$ cat src/rtl/fib_seq_engine.sv
// Self-sequenced Fibonacci/Lucas term generator with a start/done handshake.
// Streams terms 0..n, then holds term n and its wrap flag until the next run.
module fib_seq_engine #(
    parameter int WIDTH   = 16,
    parameter int N_WIDTH = 8
) (
    input  logic               clock,
    input  logic               reset,
    input  logic               start,
    input  logic               abort,
    input  logic               mode,
    input  logic [N_WIDTH-1:0] n,
    output logic               busy,
    output logic               valid,
    output logic [WIDTH-1:0]   term,
    output logic [N_WIDTH-1:0] index,
    output logic               done,
    output logic [WIDTH-1:0]   result,
    output logic               overflow
);

    typedef enum logic [1:0] {
        IDLE = 2'd0,
        RUN  = 2'd1,
        DONE = 2'd2
    } state_t;

    localparam logic [WIDTH-1:0] FIB_SEED0 = '0;
    localparam logic [WIDTH-1:0] LUC_SEED0 = WIDTH'(2);
    localparam logic [WIDTH-1:0] SEED1     = WIDTH'(1);

    state_t             state;
    logic [WIDTH-1:0]   a;
    logic [WIDTH-1:0]   b;
    logic               a_ovf;
    logic               b_ovf;
    logic [N_WIDTH-1:0] k;
    logic [N_WIDTH-1:0] n_q;
    logic [WIDTH:0]     sum;

    // The extra top bit of the sum is the carry that marks a wrapped term.
    assign sum = {1'b0, a} + {1'b0, b};

    // a and k are registers, so the streamed term and index are glitch-free.
    assign term  = a;
    assign index = k;

    // NOTE: every register here is assigned with <= so all updates in one edge
    // see the same pre-edge values (a<=b and b<=a+b must not race).
    always_ff @(posedge clock) begin
        if (reset) begin
            state    <= IDLE;
            a        <= '0;
            b        <= '0;
            a_ovf    <= 1'b0;
            b_ovf    <= 1'b0;
            k        <= '0;
            n_q      <= '0;
            busy     <= 1'b0;
            valid    <= 1'b0;
            done     <= 1'b0;
            result   <= '0;
            overflow <= 1'b0;
        end else begin
            case (state)
                IDLE: begin
                    done <= 1'b0;
                    if (start) begin
                        n_q   <= n;
                        a     <= mode ? LUC_SEED0 : FIB_SEED0;
                        b     <= SEED1;
                        a_ovf <= 1'b0;
                        b_ovf <= 1'b0;
                        k     <= '0;
                        state <= RUN;
                        busy  <= 1'b1;
                        valid <= 1'b1;
                    end
                end

                RUN: begin
                    if (abort) begin
                        state <= IDLE;
                        busy  <= 1'b0;
                        valid <= 1'b0;
                    end else if (k == n_q) begin
                        result   <= a;
                        overflow <= a_ovf;
                        state    <= DONE;
                        valid    <= 1'b0;
                        done     <= 1'b1;
                    end else begin
                        a     <= b;
                        a_ovf <= b_ovf;
                        b     <= sum[WIDTH-1:0];
                        // Sticky: any wrapped ancestor taints every later term.
                        b_ovf <= a_ovf | b_ovf | sum[WIDTH];
                        k     <= k + N_WIDTH'(1);
                    end
                end

                DONE: begin
                    state <= IDLE;
                    busy  <= 1'b0;
                    done  <= 1'b0;
                end

                default: begin
                    state <= IDLE;
                    busy  <= 1'b0;
                    valid <= 1'b0;
                    done  <= 1'b0;
                end
            endcase
        end
    end

endmodule
$ cat config.mk
export PLATFORM = sky130hd
export DESIGN_NAME = fib_seq_engine
export DESIGN_NICKNAME = d
export VERILOG_FILES = /design/src/rtl/fib_seq_engine.sv
export SDC_FILE = /design/constraint.sdc
export NUM_CORES = 1
export LEC_CHECK = 0
export CORE_ASPECT_RATIO = 0.5
export CORE_MARGIN = 8
export CORE_UTILIZATION = 53
export DETAILED_ROUTE_END_ITERATION = 12
export PLACE_DENSITY = 0.84
export SYNTH_ARGS = -nofsm -noshare
export SYNTH_HDL_FRONTEND = slang
export SYNTH_SLANG_ARGS = --single-unit
$ cat constraint.sdc
create_clock -name clock -period 2.5 [get_ports clock]
set_input_delay 0.5 -clock clock [delete_from_list [all_inputs] [get_ports clock]]
set_output_delay 0.5 -clock clock [all_outputs]
set_load 0.02 [all_outputs]
==> results by group, run 1 <==
Status
  • Result of the run: finished, final reports clean

Timing
  • Pins Over Slew Limit: 0
  • Worst Tran Pin Value: roughly 0.6 ns
  • Worst clock skew on the final layout: about 0.0047 ns
  • Worst slew margin relative to its limit: 60.9%
  • Unrepaired setup endpoints after global routing: false
  • Min Hold Slack: 0.464 ns
  • Sum of negative setup slack: 0 ns
  • Count of endpoints failing hold in the final timing report: 0
  • Final period utilization: 92.8%
  • Achievable Freq: 0.431 GHz
  • Clock period minus worst slack: 2.32 ns
  • Final setup fails: 0

Worst setup path
  • CP arrival: 2.53 ns
  • Maximum single-stage delay on the critical path: 0.38 ns
  • Data required, critical path: 2.71 ns
  • Kind of end point of the critical path: flip-flop
  • Most common cell type on the critical path: o21ai_0
  • Worst-path maximum fanout: 4
  • Cell-by-cell listing of the critical path: ha_1, inv_1, fa_1, nand2b_1, a21oi_1, o21ai_0, o21ai_1, xnor2_1, o21ai_0
  • Highest-delay cell along the critical path: fa_1
  • Crit path launch type: flip-flop
  • CP Class: reg -> reg

Clock tree
  • Clk_lat worst skew: 0.33 ns
  • Clock-pin slew on the worst setup and hold paths: 0.06 ns
  • Cell at the root of the clock tree: clkbuf_16
  • Number of buffers inserted by post-CTS setup repair: 0
  • Deepest clock path buffer count: 2
  • CTS Sinks: 72
  • Clock buffer count from CTS: 9
  • Number of H-tree branching levels: 3
  • Post-CTS Hold Fix Bufs: 0
  • Clock tree from TritonCTS: built

Synth
  • Adder-cell share of the synthesized area: 6.95%
  • Post-synthesis xor/xnor area fraction: under 10%
  • Nets in the synthesized netlist: 402
  • Syn Std Cell Area: 0.00335 sq mm
  • Post-synth EDFFs: 0
  • Cell type with the highest aggregate area in the netlist: dfxtp_1
  • Portion of the post-synthesis area used by sequential elements: 43.0%
  • Number of instances in the synthesized netlist: about 370
  • Main combinational cell family by area after synthesis: compound AO/OA/AOI/OAI gates
  • Leading cell type by number of instances after synthesis: dfxtp_1
  • Library cells used by synthesis: 44
  • Syn_area_per_cell: 9.03 sq um
  • Area share of the largest cell type after synthesis: 43.0%
  • Most frequently used flop master after synthesis: dfxtp_1
  • Area fraction in compound gates after synthesis: 19.5%
  • Most numerous cell types in the synthesized netlist: dfxtp_1 (72), nand2_1 (51), nor2_1 (34)
  • Leading post-synthesis cells by cell area: dfxtp_1 (43%), ha_1 (6.3%), nand2_1 (5.7%), mux2i_1 (5.1%), a22o_1 (4.7%)
  • Fraction of the mapped netlist area in simple logic gates: 16.2%
  • Share of synthesized flip-flops with an asynchronous set or reset: 0%
  • Flip-flop and latch count after synthesis: 72
  • Synthesis Warnings: 0
  • Mux share of post-synthesis cell area: 5.41%

Floorplan
  • Number of rows in the core area: 20
  • Overall die height: just over 70 um
  • Die width: 128 um
  • Initial core utilization: 55.1%
  • Area of the die: 0.00928 sq mm
  • Count of pins on the block boundary: 57
  • Core area: 0.00608 sq mm

Final layout
  • Finished Core Util: 72.0%
  • Layout cell share with drive strength beyond 1: 8.39%
  • Final net count: roughly 470
  • Number of cells in the finished layout apart from fillers: 529
  • Filler cells: about 470
  • Area used by sequential logic in the layout: 0.00144 sq mm
  • Multi-input logic area: 0.00180 sq mm
  • Number of antenna repair diodes: 0
  • Area growth from synthesis to layout: 30.6%

Detailed routing
  • Highest Signal Layer: met4
  • Post-Route WL: between 8 and 9 mm
  • DRC violations left: 0
  • Number of search-and-repair iterations in the first detailed-routing pass: 5
  • Via count: 2986
  • Routed length on met1: 3.65 mm
  • Detailed router's first-iteration violation count: ~210
  • Average wire length per cell after detail routing: ~16 um
  • Metal2 WL: 4.05 mm
  • Remaining antenna violation count after routing: 0
  • Routed wl met3: 552 um
  • Vias per cell: 5.64

GRT
  • Tot GR Track Use: 18.9%
  • Vias in the first global route: a little under 3k
  • Remaining Overflow, GRT: 0
  • Global-route wire length before repair: between 10 and 15 mm
  • Pin count of the biggest net entering global routing: 37
  • Antenna violations before repair: 0

Power
  • Ratio of total power to cell area: 630 mW/mm^2
  • Leakage power of the design: 0.00165 uW
  • Maximum vdd ir drop: 319 uV

Job
  • Max Cap Violations: 0

Worst hold path
  • Tightest Hold Check Type: reg -> reg

Placed design
  • Total of buffers placed on input and output ports: 56
  • Half-perimeter wire length after placement: 5.87 mm
  • Global placement routability congestion: 0.856
  • Placed insts: around 500
[power by group]
group | switching (uW) | internal, uW
Combinational | 127 | 85.9
Clock | 487 | 872
Sequential | 16.5 | 1170
[routing by layer]
metal  global-route usage, %  up-vias
li1                        -     1459
met1                    20.7     1424
met2                    32.4       88
met3                    7.31       15
met4                    7.70        0
met5                       0        -
[worst paths after layout]
path	from	to	slack [ns]	depth (start not counted)
max	b[0]	b[10]	0.18	9
min	n_q[0]	n_q[0]	0.46	2
min reg2reg	n_q[0]	n_q[0]	0.46	2
max reg2reg	b[0]	b[10]	0.18	9
[layout by cell type (no fill, tap or decap), types with 8 or more instances in the layout]
cell,netlist,routed
o21ai_0,24,23
clkbuf_16,0,9
ha_1,17,17
a22o_1,18,18
xor2_1,13,13
clkdlybuf4s50_1,0,56
a21oi_1,30,30
buf_4,0,13
nor2_1,34,34
mux2i_1,17,17
dfxtp_1,72,72
nand2_1,51,51
nand3_1,8,8
[final cells by class]
cell class	count	area share, %
Multi-Input combinational cell	276	41.1
Clock inverter	7	2.20
Tap cell	88	2.52
Timing Repair Buffer	70	15.5
Clock buffer	9	5.15
Inverter	7	0.600
Sequential cell	72	32.9
[critical path: cells and delay by family (launching register included)]
kind,cells,cell delay (ns)
buffers and inverters,1,0.06
AND/OR/NAND/NOR,1,0.19
adder cells (fa/ha/maj),2,0.60
XOR/XNOR,1,0.13
flip-flops,1,0.37
AO/OA/AOI/OAI,4,0.83
[stage by stage]
stage	power, uW	worst slack (ns)	area (sq um)
floorplan	1340	0.342	3350
global placement	1410	0.0915	4050
detailed placement	1410	0.0173	4050
CTS	2770	0.0737	4370
global route	2850	0.0204	4380
finish	2760	0.180	4380
[cells by family (layout without fill, tap and decap cells)]
logic type / Yosys count / in the layout
muxes: 18 / 18
DFF: 72 / 72
and+or+nand+nor: 120 / 120
AOI/OAI and AO/OA: 100 / 100
adders and majority gates: 18 / 18
xor gates and xnor gates: 20 / 20
buffers and inverters: 23 / 93
[registers in the layout, summed over array words and instances, names as in the netlist]
signal	flops
overflow	1
n_q	8
b	16
state	2
done	1
result	16
term	16
a_ovf	1
valid	1
index	8
b_ovf	1
busy	1
[what timing repair did]
action,in CTS,in global routing
endpoints found under the setup margin,0,13
hold endpoints to repair,0,0
resized for setup,0,2
Power figures use the tool's default switching activity.
==> run 2: changes to the inputs <==
- clock period: 2.5 -> 2.4 ns (I/O delays scaled with it)
==> run 2 against run 1 <==
Sequential cell count unchanged. Sequential power grew 4%. Routed wire length increased by 1.1%. Setup slack better by 0.017 ns. Register-to-register slack improved by 0.02 ns. Via count shrank 1.2%. Critical endpoint unchanged. First-iteration DRC count rose by 17%. Global-route usage is 0.54 points higher. Hold slack is essentially flat. Combinational power grew 2%. Sequential share of layout area is 0.32 points higher.
==> results by group, run 2 (synthesis gave the netlist of run 1 again) <==
Timing
  • Achievable Freq: 0.454 GHz
  • Worst clock skew on the final layout: 0.00444 ns
  • Final setup fails: 0
  • Count of endpoints failing hold in the final timing report: 0
  • Pins Over Slew Limit: 0
  • Worst slew margin relative to its limit: between 50% and 60%
  • Unrepaired setup endpoints after global routing: false
  • Clock period minus worst slack: 2.20 ns
  • Final period utilization: 91.8%
  • Sum of negative setup slack: 0 ns
  • Worst Tran Pin Value: roughly 0.61 ns

Clock tree
  • Post-CTS Hold Fix Bufs: 0
  • CTS Sinks: 72
  • Deepest clock path buffer count: 2
  • Cell at the root of the clock tree: clkbuf_16
  • Clock buffer count from CTS: 9
  • Clk_lat worst skew: 0.33 ns
  • Clock-pin slew on the worst setup and hold paths: about 0.050 ns
  • Number of H-tree branching levels: 3
  • Clock tree from TritonCTS: built

Power
  • Sequential power share: 44.3%
  • Net Sw Power: 621 uW
  • Relative contribution of the clock network to total power: a little under half
  • Ratio of total power to cell area: 642 mW/mm^2
  • Internal Dissipation: ~2200 uW
  • Net switching share of the total power: between 20% and 30%
  • Fraction of power consumed by combinational cells: 7.8%
  • Post-layout total power: 2780 uW
  • Maximum vdd ir drop: 451 uV
  • Leakage power of the design: 0.00163 uW

Detailed routing
  • Number of search-and-repair iterations in the first detailed-routing pass: 5
  • Detailed router's first-iteration violation count: 246
  • DRC violations left: 0
  • Average wire length per cell after detail routing: 16.2 um
  • Remaining antenna violation count after routing: 0
  • Post-Route WL: roughly 8.5 mm
  • Vias per cell: 5.63
  • Via count: 2951

Floorplan
  • Count of pins on the block boundary: 57
  • Number of rows in the core area: 20
  • Area of the die: 0.00928 sq mm
  • Initial core utilization: 55.1%
  • Overall die height: approximately 72 um
  • Core area: 0.00608 sq mm
  • Die width: 128 um

GRT
  • Pin count of the biggest net entering global routing: 36
  • Global-route wire length before repair: 14.4 mm
  • Vias in the first global route: 3018
  • Antenna violations before repair: 0
  • Remaining Overflow, GRT: 0
  • Tot GR Track Use: 19.4%

Final layout
  • Final net count: 462
  • Filler cells: 480
  • Finished Core Util: a little under three quarters
  • Number of antenna repair diodes: 0
  • Most frequent standard cell in the layout excluding fill and tap cells: dfxtp_1
  • Commonest cells after routing, fill and taps aside: dfxtp_1 (72), clkdlybuf4s50_1 (56), nand2_1 (51)
  • Area growth from synthesis to layout: 29.4%
  • Layout cell share with drive strength beyond 1: between 7 and 8%

Worst setup path
  • Worst-path maximum fanout: 4
  • Cell-by-cell listing of the critical path: ha_1, inv_1, fa_1, nand2b_1, a21oi_2, o21ai_0, o21ai_1, xnor2_1, o21ai_0
  • Crit path launch type: flip-flop
  • Maximum single-stage delay on the critical path: 0.39 ns
  • CP arrival: 2.42 ns
  • Data required, critical path: 2.62 ns
  • CP Class: reg -> reg
  • CP delay by family, top: compound AO/OA/AOI/OAI gates
  • Number of buffer and inverter stages on the critical path: 1
  • R2R Setup Slk: 0.20 ns
  • Highest-delay cell along the critical path: dfxtp_1
  • Kind of end point of the critical path: flip-flop
  • Most common cell type on the critical path: o21ai_0

Job
  • Max Cap Violations: 0

Status
  • Result of the run: finished, final reports clean

Worst hold path
  • Tightest Hold Check Type: reg -> reg

Placed design
  • Half-perimeter wire length after placement: 5.74 mm
  • Total of buffers placed on input and output ports: 56
  • Global placement routability congestion: 0.844
[run 2: repair_timing]
item	CTS	global route
hold endpoints to repair	0	0
setup endpoints to repair	0	18
buffers inserted	0	0
resized for setup	0	3
[run 2: final timing paths]
path | startpoint | endpoint | cells after the start
max | b[0] | b[10] | 9
min | n_q[3] | n_q[3] | 2
max reg2reg | b[0] | b[10] | 9
min reg2reg | n_q[3] | n_q[3] | 2
[run 2: final cells by class]
class | count | area [sq um] | share of cell area (%)
Clock buffer | 13 | 260 | 6.00
Clock inverter | 3 | 40.0 | 0.924
Sequential cell | 72 | 1440 | 33.3
Multi-Input combinational cell | 276 | 1800 | 41.6
Tap cell | 88 | 110 | 2.54
Timing Repair Buffer | 65 | 653 | 15.1
Inverter | 7 | 26.3 | 0.606
[run 2: metrics by stage]
stage | setup WS [ns] | instance area (sq um) | hold slack [ns] | std cells
after global routing | 0.00642 | 4330 | 0.496 | 524
after global placement | 0.147 | 4020 | 0.454 | 508
after floorplan | 0.242 | 3350 | 0.448 | 371
after CTS | 0.0563 | 4320 | 0.467 | 524
after detailed placement | 0.0251 | 4020 | 0.461 | 508
final | 0.197 | 4330 | 0.464 | 524
[run 2: power by group through the flow]
stage	logic (uW)	registers, uW	clock network (uW)
global placement	206	1260	0
detailed placement	212	1260	0
global route	240	1240	1390
floorplan	128	1260	0
CTS	215	1230	1350
finish	217	1230	1330
[run 2: worst min-delay path, cell delays in order, from the launching register on]
cell	delay (ns)
dfxtp_1	0.31
nand2_1	0.05
a21oi_1	0.05
[run 2: routing by layer]
metal  part of all wire, %  track usage, %
met4                   1.2            6.14
met5                     0               0
met2                    49            33.4
met1                    44            21.9
met3                   6.0            7.38
==> edit 1, RTL diff (config.mk and constraints of run 1) <==
Change the parameter `N_WIDTH` from 8 to 7.
--- a/src/rtl/fib_seq_engine.sv
+++ b/src/rtl/fib_seq_engine.sv
@@ -4,3 +4,3 @@
     parameter int WIDTH   = 16,
-    parameter int N_WIDTH = 8
+    parameter int N_WIDTH = 7
 ) (
Interface: changed (resized index and n); port bits go from 57 to 55. The function was not compared with the original's and may differ.
==> edit 1 against run 1 <==
Non-clock buffer count down 8. Sequential cell count down 2. Design area down 3.9%. Area after synthesis down 1.5%. Maximum frequency down 0.18%. Worst setup slack worse by 0.0042 ns. First-iteration DRC count down 38%. Routed wire length down 11%. Global-route usage down 1.9 points. Total power down 2.2%. Highest routed layer unchanged.
==> edit 1: results <==
export IMPL_buffers=62
export IMPL_worstReg2RegEnd="b[12]"
export IMPL_synth_nets=358
export IMPL_layout_nets=412
export IMPL_fillers=477
export IMPL_worstHoldEndpoint="done"
export IMPL_synth_common_cells="70 x dfxtp_1, 36 x nor2_1, 32 x a22o_1, 24 x mux2i_1, 18 x xnor2_1"
export IMPL_worst_pin_slew_ns=0.755
export IMPL_grt_pass1_wl_um=12600
export IMPL_p_leak_uw=0.00169
export IMPL_pre_cts_ws_ns=0.0286
export IMPL_track_usage_pct=17.0
export IMPL_seq_area_share_pct=33.3
export IMPL_status="complete, no violations"
export IMPL_dpl_hpwl_um=5410
export IMPL_clk_latency_ns=0.33
export IMPL_vias=2634
export IMPL_hold_depth=1
export IMPL_synth_cells=328
export IMPL_p_int_uw=2110
export IMPL_min_from="done"
export IMPL_multi_input_area_share_pct=41.6
export IMPL_skew_ns=0.00595
export IMPL_ys_top_cells_by_area="dfxtp_1 42%, a22o_1 8.5%, mux2i_1 7.3%"
export IMPL_areaGrowthSynthToFinish_pct=27.5
export IMPL_clockNetworkAreaShare_pct=7.23
export IMPL_io_buffers=54
export IMPL_worst_hold_slack_ns=0.478
export IMPL_crit_arrival_ns=2.54
export IMPL_finalWirelength_um=7500
export IMPL_seq_area_frac_synth_pct=42.5
export IMPL_r2r_start="term[0]"
export IMPL_inverters=8
export IMPL_gp_congestion=0.841
export IMPL_multi_input_cells=231
export IMPL_drt_iter0_markers=130
export IMPL_clock_buffers=10
export IMPL_netlist_cell_type_count=49
export IMPL_flops_and_latches=70
edit 1: changes by cell type in the layout (fill, tap and decap cells not counted), moves of 5 or more:
cell / delta
nand2_1: -44
o21ai_0: -18
a21oi_1: -14
a22o_1: +14
xnor2_1: +11
xor2_1: -8
mux2i_1: +7
buf_4: -6
nand2b_1: -5
edit 1: how the worst max path moves through the flow:
stage,start,end,slack [ns],cells after the start
after global routing,term[0],b[12],0.03,9
after detailed placement,abort,index[2],0.03,8
final,term[0],b[12],0.18,9
after CTS,term[0],b[12],0.05,9
after floorplan,term[0],b[12],0.21,9
after global placement,abort,index[2],0.09,8
edit 1: per-layer routing:
metal  vias up  global-route usage (%)  part of all wire [%]
li1       1305                       -                     -
met4         0                    5.87                   1.3
met2        50                    29.5                    49
met3         8                    6.00                   6.3
met5         -                       0                     0
met1      1271                    19.1                    44
edit 1: cells by family after synthesis:
logic type	share of synthesized area (%)
simple gates	12.5
mux	7.28
compound gates	19.5
buf+inv	5.08
flops	42.5
fa+ha+maj	7.05
xor+xnor	6.10
==> edit 2, RTL diff (flow settings as in run 1) <==
Without the edit above. The 3 states of `state_t` get a one-hot encoding in 3 bits.
--- a/src/rtl/fib_seq_engine.sv
+++ b/src/rtl/fib_seq_engine.sv
@@ -21,6 +21,6 @@
 
-    typedef enum logic [1:0] {
-        IDLE = 2'd0,
-        RUN  = 2'd1,
-        DONE = 2'd2
+    typedef enum logic [2:0] {
+        IDLE = 3'b001,
+        RUN  = 3'b010,
+        DONE = 3'b100
     } state_t;
Formal check against the unedited RTL: no difference found for any inputs over 10 cycles, from zero or initial values and one cycle with reset high; not proved beyond that.
==> edit 2 against run 1 <==
Area after synthesis hardly changed. Design area fell by 0.89%. Total power down 5.9%. Sequential share of layout area grew 0.76 points. Critical endpoint is now b[12]. Largest cell class unchanged. Count of clock-buffer cells in the layout grew 1. Sequential cell count is 1 higher. Clock power fell by 9%. Combinational power down 28%. Routed wire length decreased by 2.0%. Core utilization is 0.64 points lower. Via count is 2.5% lower. Worst setup slack lost 0.0011 ns.
==> edit 2: results <==
export IMPL_status="complete, no violations"
export IMPL_max_stage_delay_ns=0.40
export IMPL_dp_cells=508
export IMPL_synth_nets=400
export IMPL_fillers=448
export IMPL_worstReg2RegEnd="b[12]"
export IMPL_synth_common_cells="73 x dfxtp_1, 41 x nor2_1, 40 x nand2_1, 23 x a21oi_1, 21 x o21ai_0"
export IMPL_postSynthAreaPerCell_um2=9.08
export IMPL_dpl_cell_area_um2=4050
export IMPL_seq_area_share_pct=33.7
export IMPL_layout_nets=462
export IMPL_grt_pass1_wl_um=13800
export IMPL_grt_pass1_vias=3001
export IMPL_dpl_hpwl_um=5550
export IMPL_pre_cts_ws_ns=0.138
export IMPL_max_vdd_ir_drop_uv=361
export IMPL_gp_congestion=0.888
export IMPL_critPathMaxFanout=5
export IMPL_grt_use_met3_pct=6.73
export IMPL_firstDrtPassIters=4
export IMPL_slew_headroom_pct=69.9
export IMPL_drive_above_1_share_pct=6.91
export IMPL_track_usage_pct=18.5
export IMPL_min_from="n_q[1]"
export IMPL_multi_input_area_share_pct=41.4
export IMPL_p_leak_uw=0.00172
export IMPL_worst_hold_slack_ns=0.466
export IMPL_skew_ns=0.00516
export IMPL_power_combinational_fraction_pct=5.9
export IMPL_powerComb_uw=154
export IMPL_netlist_cell_type_count=42
export IMPL_clockNetworkAreaShare_pct=6.55
export IMPL_finalNonFillerCells=522
export IMPL_grt_max_degree=34
[edit 2: kinds of logic (layout without fill, tap and decap cells)]
group	Yosys count	count (layout)	share of synthesized area, %
buffers and inverters	25	90	2.99
AND/OR/NAND/NOR	119	119	16.3
XOR/XNOR	22	22	5.75
flip-flops	73	73	43.6
multiplexers	18	18	5.38
adder cells (fa/ha/maj)	18	18	6.94
AO/OA/AOI/OAI	94	94	19.0
[edit 2: worst max path at each step]
| stage | cells past startpoint | slack [ns] | to |
|---|---|---|---|
| 2_1_floorplan | 9 | 0.20 | b[14] |
| 3_3_place_gp | 9 | 0.26 | b[14] |
| 3_5_place_dp | 9 | 0.14 | b[14] |
| 4_1_cts | 9 | 0.11 | b[14] |
| 5_1_grt | 9 | 0.02 | b[12] |
| 6_report | 9 | 0.18 | b[12] |
[edit 2: per-layer routing]
layer | part of all wire [%] | vias to the layer above
li1 | - | 1438
met3 | 6.6 | 20
met5 | 0 | -
met4 | 2.8 | 0
met1 | 42 | 1370
met2 | 49 | 82
